==> src/rtl/gpu_microsequencer.sv <==
// ---------------------------------------------------------------------------
// gpu_microsequencer
//
// Produces the microcode stream consumed by the GPU microcode decoder.
// The command front-end hands over an opcode and a repeat count. The
// sequencer then walks that opcode's 16-entry slot in an external
// synchronous microcode ROM. Each fetched microinstruction is presented on
// current_microcode for exactly one cycle, or held while its WAIT_*
// condition is unmet. REPEAT_UCODE and CONTINUE_OR_END loop on the repeat
// counter. ENDMICRO retires the opcode.
//
// Optional build macro: GPU_USEQ_PREFETCH_EN
//   When defined, plain sequential microinstructions prefetch the next ROM
//   word while they execute, so they issue one per cycle instead of one
//   every two cycles.
//
// Ports
//   clk, n_reset        clock, asynchronous active-low reset
//   op_valid/op_ready   opcode handshake (ready only in IDLE)
//   op_code, op_rep     opcode (selects the ROM slot) and repeat count
//   op_done             one-cycle pulse when the opcode retires normally
//   busy                high whenever the sequencer is not IDLE
//   err                 sticky slot-overrun flag, cleared only by reset
//   rep_cnt             live repeat counter
//   urom_addr/urom_rd   ROM read address and read strobe
//   urom_data           ROM word, valid the cycle after urom_rd, then held
//   current_microcode   microinstruction presented to the decoder
//   mau_all_idle, mau_any_idle, fb_busy, ldu_busy, start_req, dtcu_busy
//                       wait conditions for the WAIT_* microinstructions
// ---------------------------------------------------------------------------

package gpu_microsequencer_pkg;

  typedef enum logic [4:0] {
    WAIT_CYCLE      = 5'd0,
    ENDMICRO        = 5'd1,
    REPEAT_UCODE    = 5'd2,
    CONTINUE_OR_END = 5'd3,
    WAIT_ALL_MAU    = 5'd4,
    WAIT_ANY_MAU    = 5'd5,
    WAIT_FB         = 5'd6,
    WAIT_LDU        = 5'd7,
    WAIT_START      = 5'd8,
    WAIT_DTCU       = 5'd9,
    INC_PC_A        = 5'd10,
    INC_PC_B        = 5'd11,
    SEND_FRAME      = 5'd12,
    DRAW_PIXEL      = 5'd13,
    LOAD_COORD      = 5'd14,
    STORE_RESULT    = 5'd15
  } GPU_Microcode_enum;

endpackage

module gpu_microsequencer
  import gpu_microsequencer_pkg::*;
#(
  parameter int OP_W    = 6,
  parameter int SLOT_W  = 4,
  parameter int REP_W   = 16,
  parameter int UADDR_W = OP_W + SLOT_W
) (
  input  logic               clk,
  input  logic               n_reset,
  input  logic               op_valid,
  output logic               op_ready,
  input  logic [OP_W-1:0]    op_code,
  input  logic [REP_W-1:0]   op_rep,
  output logic               op_done,
  output logic               busy,
  output logic               err,
  output logic [REP_W-1:0]   rep_cnt,
  output logic [UADDR_W-1:0] urom_addr,
  output logic               urom_rd,
  input  GPU_Microcode_enum  urom_data,
  output GPU_Microcode_enum  current_microcode,
  input  logic               mau_all_idle,
  input  logic               mau_any_idle,
  input  logic               fb_busy,
  input  logic               ldu_busy,
  input  logic               start_req,
  input  logic               dtcu_busy
);

  typedef enum logic [1:0] {
    IDLE  = 2'd0,
    FETCH = 2'd1,
    EXEC  = 2'd2
  } state_t;

  state_t             state_q, state_d;
  logic [UADDR_W-1:0] upc_q, upc_d;
  logic [REP_W-1:0]   rep_q, rep_d;
  logic               err_q, err_d;

  logic               code_stall;
  logic               slot_end;
  logic [UADDR_W-1:0] upc_inc;
  logic [UADDR_W-1:0] slot_entry;

  // A WAIT_* code stalls while its condition is unmet. Every other code
  // never stalls.
  function automatic logic stall_of(input GPU_Microcode_enum code,
                                    input logic all_idle,
                                    input logic any_idle,
                                    input logic fb,
                                    input logic ldu,
                                    input logic start,
                                    input logic dtcu);
    logic s;
    s = 1'b0;
    case (code)
      WAIT_ALL_MAU: s = !all_idle;
      WAIT_ANY_MAU: s = !any_idle;
      WAIT_FB:      s = fb;
      WAIT_LDU:     s = ldu;
      WAIT_START:   s = !start;
      WAIT_DTCU:    s = dtcu;
      default:      s = 1'b0;
    endcase
    return s;
  endfunction

`ifdef GPU_USEQ_PREFETCH_EN
  // WAIT_* codes always leave through FETCH, so a stall release re-reads
  // the ROM instead of relying on a prefetch.
  function automatic logic is_wait_code(input GPU_Microcode_enum code);
    logic w;
    w = 1'b0;
    case (code)
      WAIT_ALL_MAU, WAIT_ANY_MAU, WAIT_FB,
      WAIT_LDU, WAIT_START, WAIT_DTCU: w = 1'b1;
      default:                         w = 1'b0;
    endcase
    return w;
  endfunction
`endif

  assign code_stall = stall_of(urom_data, mau_all_idle, mau_any_idle,
                               fb_busy, ldu_busy, start_req, dtcu_busy);
  assign slot_end   = &upc_q[SLOT_W-1:0];
  assign upc_inc    = upc_q + UADDR_W'(1);
  assign slot_entry = {upc_q[UADDR_W-1:SLOT_W], {SLOT_W{1'b0}}};

  assign op_ready = (state_q == IDLE);
  assign busy     = (state_q != IDLE);
  assign err      = err_q;
  assign rep_cnt  = rep_q;

  // ---- state register ------------------------------------------------------
  always_ff @(posedge clk or negedge n_reset) begin
    if (!n_reset) begin
      state_q <= IDLE;
      upc_q   <= '0;
      rep_q   <= '0;
      err_q   <= 1'b0;
    end else begin
      state_q <= state_d;
      upc_q   <= upc_d;
      rep_q   <= rep_d;
      err_q   <= err_d;
    end
  end

  // ---- next state and outputs ---------------------------------------------
  always_comb begin
    state_d           = state_q;
    upc_d             = upc_q;
    rep_d             = rep_q;
    err_d             = err_q;
    urom_addr         = upc_q;
    urom_rd           = 1'b0;
    op_done           = 1'b0;
    current_microcode = WAIT_CYCLE;

    case (state_q)
      IDLE: begin
        if (op_valid) begin
          upc_d   = {op_code, {SLOT_W{1'b0}}};
          rep_d   = op_rep;
          state_d = FETCH;
        end
      end

      FETCH: begin
        urom_rd = 1'b1;
        state_d = EXEC;
      end

      EXEC: begin
        current_microcode = urom_data;
        // While stalled, nothing advances and the ROM keeps its word
        // because urom_rd stays low.
        if (!code_stall) begin
          case (urom_data)
            ENDMICRO: begin
              op_done = 1'b1;
              state_d = IDLE;
            end

            REPEAT_UCODE: begin
              if (rep_q != '0) begin
                rep_d = rep_q - REP_W'(1);
                upc_d = slot_entry;
              end else begin
                upc_d = upc_inc;
              end
              state_d = FETCH;
            end

            CONTINUE_OR_END: begin
              if (rep_q != '0) begin
                rep_d   = rep_q - REP_W'(1);
                upc_d   = upc_inc;
                state_d = FETCH;
              end else begin
                op_done = 1'b1;
                state_d = IDLE;
              end
            end

            default: begin
              if (slot_end) begin
                // The microprogram ran off the end of its slot. Abandon it
                // without op_done and flag the error.
                err_d   = 1'b1;
                state_d = IDLE;
              end else begin
                upc_d   = upc_inc;
                state_d = FETCH;
`ifdef GPU_USEQ_PREFETCH_EN
                if (!is_wait_code(urom_data)) begin
                  urom_addr = upc_inc;
                  urom_rd   = 1'b1;
                  state_d   = EXEC;
                end
`endif
              end
            end
          endcase
        end
      end

      default: begin
        state_d = IDLE;
      end
    endcase
  end

endmodule

==> config.mk <==
export PLATFORM = sky130hd
export DESIGN_NAME = gpu_microsequencer
export DESIGN_NICKNAME = d
export VERILOG_FILES = /design/src/rtl/gpu_microsequencer.sv
export SDC_FILE = /design/constraint.sdc
export NUM_CORES = 1
export LEC_CHECK = 0
export CELL_PAD_IN_SITES_DETAIL_PLACEMENT = 1
export CELL_PAD_IN_SITES_GLOBAL_PLACEMENT = 1
export CORE_MARGIN = 3
export CORE_UTILIZATION = 29
export CTS_CLUSTER_SIZE = 8
export DETAILED_ROUTE_END_ITERATION = 7
export GPL_TIMING_DRIVEN = 0
export PLACE_DENSITY_LB_ADDON = 0.12
export SLEW_MARGIN = 40
export SYNTH_ARGS = -nofsm -noshare
export SYNTH_HDL_FRONTEND = slang
export SYNTH_SLANG_ARGS = --single-unit
export TNS_END_PERCENT = 10
==> constraint.sdc <==
create_clock -name clk -period 2.6 [get_ports clk]
set_clock_uncertainty 0.2 [all_clocks]
set_input_delay 0.65 -clock clk [delete_from_list [all_inputs] [get_ports clk]]
set_output_delay 0.65 -clock clk [all_outputs]
set_load 0.01 [all_outputs]
* After elaboration in Yosys (flattened, before gate mapping)
Index checks and enable logic that the tools add are counted.
** Operators by class
- $add $sub $neg :: 2
- Equal/unequal tests :: 19
- Multiplexer cells :: 25
- Bitwise operators :: 2
- Reductions and logical operators :: 15
** Operator list (count)
- 2-to-1 mux 16 bit :: 4
- 2-to-1 mux 10 bit :: 5
- one-hot mux 16 bit (2 select lines) :: 1
- one-hot mux 10 bit (3 select lines) :: 1
- == test 5 x 3 -> 1 bit (second input constant) :: 4
- one-hot mux 10 bit (2 select lines) :: 1
- nonzero test 16 bit :: 1
- subtractor 16 x 1 -> 16 bit (second input constant) :: 1
- AND reduction 7 bit :: 2
- adder 10 x 1 -> 10 bit (second input constant) :: 1
- == test 5 x 2 -> 1 bit (second input constant) :: 2
- == test 5 x 4 -> 1 bit (second input constant) :: 2
- != test 2 bit (second input constant) :: 5
- 2-to-1 mux 1 bit :: 6
- != test 3 bit (second input constant) :: 2
- one-hot mux 1 bit (6 select lines) :: 1
- one-hot mux 2 bit (3 select lines) :: 1
- AND reduction 6 bit :: 1
- == test 5 x 1 -> 1 bit (second input constant) :: 1
- 2-to-1 mux 5 bit :: 1
- AND reduction 5 bit :: 1
- 2-to-1 mux 2 bit :: 2
- != test 4 bit (second input constant) :: 1
- AND reduction 4 bit :: 1
- 11 further kinds :: 15
** Storage, ports and cells
- Register bits :: 29
- Input port bits :: 36
- Output and inout port bits :: 36
- Logic and storage cells :: 68

* Longest topological paths before layout
Gate-level depths: netlist of run 1.
- Depth in word-level cells :: 5
- Gate-level depth with buffers :: 10
- Mapped depth without buffers :: 8

* Worst setup path after synthesis of run 1
Ideal clock, no wire load.
- Path type :: register to output
- Start :: reg rep_q[0], in the netlist rep_cnt[0]
- End :: out op_done
- Arrival time :: 2.109 ns
- Data required time :: 1.750 ns
- Slack :: -0.359 ns
- Cell stages (with the launch flop) :: 8
- Path buffers :: 0
- Path through :: dfrtp_1 inv_1 ha_1 or3b_1 or4_4 nor2_4 nor2b_1 nor3_1
** Between the ends
- Word-level cells in the longest chain between the ends :: 5
** RTL lines
- start, declared :: RTL line 93 : logic [REP_W-1:0] rep_q, rep_d;
- start signal, assigned :: RTL line 160 : rep_q <= rep_d;
- nonzero test 16 bit :: RTL line 212 : if (rep_q != '0) begin
- 2-to-1 mux 1 bit :: RTL line 212
- one-hot mux 1 bit (2 select lines) :: RTL line 195 : case (urom_data)
- 2-to-1 mux 1 bit :: RTL line 194 : if (!code_stall) begin
- 2-to-1 mux 1 bit :: RTL line 176 : case (state_q)
- end, declared :: RTL line 69 : output logic op_done,
No other way between the ends.

* Worst setup path in the final report of run 1
- Start :: reg rep_q[7], in the netlist rep_cnt[7]
- End :: out op_done
Same word-level chain as after synthesis.

==> results of run 1 <==
[power by group]
| part | switching, uW | leakage, uW | internal (uW) |
|---|---|---|---|
| Combinational | 963 | 0.000921 | 1140 |
| Clock | 185 | 0.0000443 | 210 |
| Sequential | 274 | 0.000354 | 654 |
| Total | 1420 | 0.00132 | 2000 |
[flip-flops by register name (all words and copies together) (netlist names)]
| name | flops |
|---|---|
| err | 1 |
| rep_cnt | 16 |
| state_q | 2 |
| urom_addr | 10 |
[kinds of logic (layout without fill, tap and decap cells)]
kind of cell / after synthesis / in the layout
flops: 29 / 29
buf+inv: 23 / 117
simple gates: 98 / 98
compound gates: 86 / 86
mux: 2 / 2
fa+ha+maj: 2 / 2
[per-stage QoR]
stage	util (%)	hold WS (ns)	std cells	area, um^2
detailed placement	43.9	0.269	388	2860
global placement	43.3	0.274	387	2830
finish	48.4	0.0574	411	3160
floorplan	-	0.154	240	2030
CTS	47.4	0.0668	406	3100
global route	48.4	0.0781	411	3160
[what timing repair did]
action	4_1_cts	5_1_grt
resized for setup	32	5
endpoints found under the setup margin	33	32
setup buffers	11	4
pin swaps	9	6
cloned	1	1
[cell type report]
type	count	area, um^2	area share (%)
plain buffers	13	120	3.80
clock buffers	7	86.3	2.73
inverters	9	33.8	1.07
multi-input cells	188	1210	38.3
flip-flops and latches	29	729	23.1
well taps	77	96.3	3.04
repair buffers	88	887	28.0
[path summary, 6_finish.rpt]
check	end	slack (ns)	cells after the start
worst max-delay path	op_done	-0.50	6
worst min-delay path	rep_cnt[11]	0.06	1
worst max register to register	rep_cnt[14]	-0.23	9
worst min register to register	err	0.29	1
max in group asynchronous	rep_cnt[7]	1.71	2
min in group clk	err	0.29	1
[metal layers]
metal  vias to the layer above  part of all wire (%)  GRT usage, %
li1                       1077                     -             -
met3                        10                   4.2          3.50
met1                      1066                    45          24.6
met4                         0                   1.3          5.55
met5                         -                     0             0
met2                        52                    49          31.3
[critical path, cell delays in order, from the launching register on]
cell,delay (ns)
dfrtp_2,0.44
or4_4,0.54
or4_4,0.54
nor2_4,0.11
nor2b_1,0.06
nor3_2,0.12
buf_2,0.16
[placed cells by master, fill, tap and decap left out, drive strengths merged, types with 2 or more instances in the layout]
master | synthesis | final
a21oi | 17 | 17
a22o | 2 | 2
a22oi | 2 | 2
a2bb2oi | 3 | 3
a31oi | 7 | 7
and2 | 6 | 6
and3 | 5 | 5
buf | 8 | 27
clkbuf | 6 | 13
clkdlybuf4s50 | 0 | 59
dfrtp | 29 | 29
dlygate4sd2 | 0 | 7
dlymetal6s2s | 0 | 2
ha | 2 | 2
inv | 9 | 9
mux2 | 2 | 2
nand2 | 8 | 8
nand2b | 7 | 7
nand3 | 4 | 4
nand4 | 2 | 2
nor2 | 35 | 35
nor2b | 5 | 5
nor3 | 7 | 7
nor4 | 7 | 7
o211ai | 2 | 2
o21ai | 24 | 24
o21bai | 4 | 4
o22a | 5 | 5
o22ai | 2 | 2
o31a | 4 | 4
o31ai | 9 | 9
or2 | 2 | 2
or3 | 4 | 4
or4 | 2 | 2
==> results.md, run 1 <==
- XOR/XNOR Fraction of Synth Area: 0%
- Number of port buffers: 70
- Adder-cell share of the synthesized area: under 10%
- Critical R2R Launch: rep_cnt[7]
- DR vias: 2,205
- Fmax achieved: 0.322 GHz
- CTS tree: done
- Type of destination of the critical path: output port
- Post-synthesis net count: 278
- Synth Area in Simple Gates: a little over a quarter
- Asr flop ratio synth: 100%
- Core footprint: 6530 um^2
- Place WS: -0.748 ns
- Die Area: slightly below 8000 um^2
- Gr usage total: 18.7%
- Compound-gate portion of the synthesized area: 28.9%
- CTS H-tree depth: 2
- Clock Tree Root: clkbuf_8
- Post-route antenna net violation count: 0
- Antenna violations before repair: 0
- Hold buffer count at cts: 0
- Post-synthesis sequential area ratio: 36.2%
- Share of cells above drive strength 1: 18.3%
- GR Overflow Total: 0
- Synth warnings: 0
- Final setup TNS: -4.56 ns
- Peak supply drop: 0.434 mV
- Final setup viols: 28
- Largest cells by area after synthesis: dfrtp_1, nor2_1, a21oi_1
- N_diodes: 0
- First-pass GRT wire length: 11,500 um
- Final min period: between 3 and 4 ns
- Failing checks: negative setup slack
- TritonCTS buffer count: 5
- Syn Inst Count: 240
- Number of max-cap violations: 0
- Vias in the first global route: 2,297
- FP Rows: 29
- Final setup margin: -0.502 ns
- Iteration-0 DRC Markers: 82
- Synth Flop Type: dfrtp_1
- Clk slew on worst S/H paths: 0.07 ns
- Residual DRC: 0
- Nets: 372
- Fin. max-slew vios: 0
- CP Max Fanout: 6
- Worst slew margin: between 50% and 60%
- DR WL/cell: between 15 and 20 um
- Drt via density: 5.36
- Hold Violations, Final: 0
- Routed wire length: ~7000 um
- Post-synthesis register bit count: 29
- TritonRoute pass-1 iters: 4
- Fin crit share: 119%
- Mux contribution to synthesized area: under 10%
- Worst slew pin tran: 0.731 ns
- Post-synth EDFFs: 0
- Total power: 3430 uW
- Pin count of the biggest net entering global routing: 19
- Count leader, synth: nor2_1
- Synth top cells by count: nor2_1, dfrtp_1, a21oi_1
- Area Growth Syn to Fin: 57.8%
- Crit Path Class: flop to output port
- Bufs on Longest Clock Path: 2
- Clock Sinks: 29
- Critical Path Source: rep_cnt[7]
- I/O pin count: 72
- Die width: 89.2 um
- Static Leak: between 0.001 and 0.0015 uW
- Placer Congestion: 0.777
- Fillcell total: 781
- Post-Syn Area: about 2000 um^2
- Mean Syn Cell Area: 8.36 um^2
- Synth top area share: about 36%
- Startpoint Class: flop
- Status: finished with violations
- Clk_lat worst skew: 0.29 ns
- WP data arrival: 2.25 ns
- Dominant cell type by area after synthesis: dfrtp_1
- Largest family of logic cells by synthesized area: compound AO/OA/AOI/OAI gates
- HPWL after DPL: 5040 um
- Synth unique cells: 51
- Worst min-delay path class: input port to async pin
- Cell Pwr Density: 1080 nW/um^2
- Initial Util: 30.7%
- Worst EP required: around 1.8 ns
- Unrepaired setup endpoints after global routing: true
- DIE HEIGHT: 89.2 um
(Power assumes the default switching activity.)
==> run 2, diff against run 1 <==
--- a/config.mk
+++ b/config.mk
@@ -13,6 +13,7 @@
 export DETAILED_ROUTE_END_ITERATION = 7
 export GPL_TIMING_DRIVEN = 0
 export PLACE_DENSITY_LB_ADDON = 0.12
+export RECOVER_POWER = 50
 export SLEW_MARGIN = 40
 export SYNTH_ARGS = -nofsm -noshare
 export SYNTH_HDL_FRONTEND = slang
==> results.md, run 2 (synthesis gave the netlist of run 1 again) <==
- Fillcell total: 786
- Fin crit share: 119%
- Worst slew pin tran: ~1.1 ns
- Critical Path Source: rep_cnt[7]
- HPWL after DPL: ~5000 um
- Status: finished with violations
- Final setup viols: 28
- Startpoint Class: flop
- Peak supply drop: 0.433 mV
- N_diodes: 0
- Nets: 372
- Fmax achieved: 0.322 GHz
- Most frequent cells in the layout: clkdlybuf4s50_1, nor2_1, dfrtp_1, a21oi_1, buf_4
- WP data arrival: 2.25 ns
- TritonRoute pass-1 iters: 4
- Cell Pwr Density: 1090 nW/um^2
- Placer Congestion: 0.777
- Gr usage total: 18.7%
- Crit Path Class: flop to output port
- CP Max Fanout: 6
- Unrepaired setup endpoints after global routing: true
- GR Overflow Total: 0
- Type of destination of the critical path: output port
- Most common cell after layout, fill and taps aside: clkdlybuf4s50_1
- Drt via density: roughly 5.4
- Residual DRC: 0
- Clk_lat worst skew: 0.29 ns
- DR WL/cell: 17.1 um
- Routed wire length: 7030 um
- I/O pin count: 72
- Clock Tree Root: clkbuf_8
- Final setup TNS: -4.85 ns
- Final min period: 3.10 ns
- Pin count of the biggest net entering global routing: 19
- Critical R2R Launch: rep_cnt[7]
- Clk slew on worst S/H paths: 0.07 ns
- Die width: ~89 um
- Place WS: -0.748 ns
- Static Leak: 0.00131 uW
- FP Rows: 29
- DIE HEIGHT: 89.2 um
- Vias in the first global route: 2,297
- R2r worst-path depth: 9
- WHS: roughly 0.18 ns
- DR vias: 2,204
- CTS tree: done
- Final setup margin: -0.503 ns
- Area Growth Syn to Fin: 56.5%
- Core footprint: 6530 um^2
- Share of cells above drive strength 1: about 18%
- Fin. max-slew vios: 0
- First-pass GRT wire length: 11,500 um
- Die Area: 7950 um^2
- Post-route antenna net violation count: 0
- Worst EP required: 1.75 ns
- Antenna violations before repair: 0
- Initial Util: 30.7%
- CTS H-tree depth: 2
- Worst min-delay path class: input port to async pin
- Iteration-0 DRC Markers: 82
- Number of max-cap violations: 0
- Worst setup path endpoint: op_done
- Hold buffer count at cts: 0
- Hold Violations, Final: 0
- Worst slew margin: 28.6%
- Max FFs per register: 16
- Number of port buffers: 70
- Clock Sinks: 29
- Setup slack, reg-to-reg: -0.23 ns
- TritonCTS buffer count: 5
- Crit Reg-Reg Endpoint: rep_cnt[14]
- Failing checks: negative setup slack
- Bufs on Longest Clock Path: 2
-- run 2: what timing repair did --
| item | in CTS | in global routing |
|---|---|---|
| hold endpoints to repair | 0 | 0 |
| pin swaps | 9 | 6 |
| gates cloned | 1 | 1 |
| gates resized for setup | 32 | 5 |
| setup endpoints to repair | 33 | 32 |
| buffers inserted | 11 | 4 |
-- run 2: per-layer routing --
layer | vias up | global-route usage, % | part of all wire (%)
li1 | 1077 | - | -
met5 | - | 0 | 0
met1 | 1065 | 24.6 | 45
met3 | 10 | 3.50 | 4.2
met4 | 0 | 5.55 | 1.3
met2 | 52 | 31.3 | 49
-- run 2: area by class of cell --
cell class,instances,area (um^2),area share [%]
Multi-Input combinational cell,188,1210,38.6
Timing Repair Buffer,88,862,27.5
Sequential cell,29,729,23.2
Buffer,13,120,3.83
Tap cell,77,96.3,3.07
Clock buffer,7,86.3,2.75
Inverter,9,33.8,1.08
-- run 2: how the worst min path moves through the flow --
stage,slack (ns),to,from,cells past startpoint
finish,0.18,rep_cnt[11],n_reset,1
global route,0.24,rep_cnt[11],n_reset,1
CTS,0.07,rep_cnt[11],n_reset,1
detailed placement,0.27,err,err,1
global placement,0.27,err,err,1
floorplan,0.15,err,n_reset,0
-- run 2: worst max-delay path: stages, from the launching register on --
cell,delay (ns)
dfrtp_2,0.44
or4_4,0.54
or4_4,0.54
nor2_4,0.11
nor2b_1,0.06
nor3_2,0.12
buf_2,0.16
-- run 2: stage by stage --
stage / total power (uW) / util [%] / area (um^2) / cells
floorplan: 1910 / - / 2030 / 240
global placement: 2720 / 43.3 / 2830 / 387
detailed placement: 2760 / 43.9 / 2860 / 388
CTS: 3360 / 47.4 / 3100 / 406
global route: 3700 / 48.1 / 3140 / 411
finish: 3420 / 48.1 / 3140 / 411
-- run 2: where the power goes --
group | switching [uW] | internal (uW) | total [uW]
sequential | 274 | 654 | 928
clock | 185 | 210 | 395
combinational | 962 | 1130 | 2100
total | 1420 | 2000 | 3420
==> run 3, diff against run 2 <==
--- a/config.mk
+++ b/config.mk
@@ -7,6 +7,7 @@
 export LEC_CHECK = 0
 export CELL_PAD_IN_SITES_DETAIL_PLACEMENT = 1
 export CELL_PAD_IN_SITES_GLOBAL_PLACEMENT = 1
+export CORE_ASPECT_RATIO = 1.2
 export CORE_MARGIN = 3
 export CORE_UTILIZATION = 29
 export CTS_CLUSTER_SIZE = 8
==> results.md, run 3 (synthesis gave the netlist of run 1 again) <==
- Status: finished with violations
- Failing checks: negative setup slack
- Slowest CP cell: or4_4
- Bufs on Longest Clock Path: 2
- Vias in the first global route: around 2,400
- WP data arrival: about 2.3 ns
- Final setup viols: 28
- FP Rows: 32
- Number of port buffers: 70
- Clock Sinks: 29
- Max FFs per register: 16
- Hold Violations, Final: 0
- Residual DRC: 0
- TritonRoute pass-1 iters: 5
- Worst slew pin tran: 0.913 ns
- CP Max Fanout: 6
- Critical Path Source: rep_cnt[7]
- Routed wire length: 7100 um
- Psw: 1420 uW
- HPWL after DPL: 5160 um
- DIE HEIGHT: 97.1 um
- Static Leak: ~0.0013 uW
- Total power: between 3000 and 4000 uW
- Startpoint Class: flop
- Drt via density: 5.24
- Gr usage total: 19.1%
- Critical R2R Launch: rep_cnt[7]
- Crit Path Class: flop to output port
- Sw frac: between 40 and 50%
- Die Area: 7950 um^2
- CTS H-tree depth: 2
- First-pass GRT wire length: 12,000 um
- Die width: a little over 80 um
- Internal: approximately 2000 uW
- Share of cells above drive strength 1: 19.0%
- Worst min-delay path class: input port to async pin
- Fmax achieved: 0.322 GHz
- Post-route antenna net violation count: 0
- Worst slew margin: 39.2%
- Unrepaired setup endpoints after global routing: true
- Placer Congestion: 0.831
- Clk slew on worst S/H paths: 0.07 ns
- Number of max-cap violations: 0
- GR Overflow Total: 0
- Clock Tree Root: clkbuf_8
- Worst EP required: 1.75 ns
- Peak supply drop: roughly 0.4 mV
- # placed instances: a little under 400
- WHS: approximately 0.24 ns
- Most used cell, CP: or4_4
- Hold buffer count at cts: 0
- Nets: 373
- Most common cell after layout, fill and taps aside: clkdlybuf4s50_1
- I/O pin count: 72
- TritonCTS buffer count: 5
- Cell Pwr Density: 1070 nW/um^2
- DR WL/cell: 16.9 um
- Final setup TNS: -7.28 ns
- Combinational share of power: 59.6%
- Clk_lat worst skew: around 0.28 ns
- Core footprint: 6570 um^2
- Type of destination of the critical path: output port
- N_diodes: 0
- Area Growth Syn to Fin: 57.3%
- Pin count of the biggest net entering global routing: 17
- Final min period: 3.10 ns
- Iteration-0 DRC Markers: 69
- Clock group share of total power: 12.6%
- Worst path cell trace: or4_4 > or4_4 > nor2_4 > nor2b_1 > nor3_2 > buf_2
- DR vias: 2,204
- Final setup margin: -0.503 ns
- Antenna violations before repair: 0
- Initial Util: 30.5%
- Sequential share of power: around 28%
- CTS tree: done
- Fin. max-slew vios: 0
- Final Instance Count excl. Fillers: 421
- Fin crit share: 119%
- CP max stage delay: 0.54 ns
- Most frequent cells in the layout: clkdlybuf4s50_1, nor2_1, dfrtp_1, a21oi_1, buf_4
## run 3: critical path: cells and delay by family (launching register included)
kind,cells,cell delay [ns]
buffers and inverters,1,0.15
AND/OR/NAND/NOR,5,1.36
flip-flops,1,0.45
## run 3: layout make-up
class                           instances  area, um^2
Fill cell                             804        3410
Multi-Input combinational cell        188        1210
Timing Repair Buffer                   89         848
Sequential cell                        29         731
Buffer                                 13         121
Tap cell                               85         106
Clock buffer                            7        96.3
Inverter                                9        33.8
Clock inverter                          1        5.00
## run 3: worst paths after layout
path,endpoint,slack [ns],depth (start not counted)
worst max-delay path,op_done,-0.50,6
worst min-delay path,rep_cnt[11],0.24,1
worst max register to register,urom_addr[0],-0.44,12
worst min register to register,err,0.28,1
max in group asynchronous,state_q[0],0.62,2
min in group clk,err,0.28,1
## run 3: metal layers
layer  GRT usage, %  part of all wire, %  vias up
li1               -                    -     1075
met1           24.1                   43     1051
met2           31.4                   51       63
met3           3.62                  4.7       15
met4           7.16                  2.0        0
met5              0                    0        -
## run 3: stage by stage
stage               utilization (%)  cell area (um^2)  worst slack, ns
global placement               43.2              2840           -0.741
CTS                            47.8              3140           -0.510
floorplan                         -              2030           -0.108
global route                   48.1              3160           -0.607
detailed placement             43.6              2870           -0.763
finish                         48.1              3160           -0.503
## run 3: power groups by stage
stage	combinational [uW]	clock, uW	sequential, uW
floorplan	958	0	948
global placement	1790	0	938
detailed placement	1820	0	942
CTS	1990	437	941
global route	2220	458	980
finish	2020	427	945
## run 3: what timing repair did
item / CTS / global route
pin swaps: 7 / 6
setup endpoints to repair: 33 / 29
setup buffers: 14 / 4
resized for setup: 37 / 4
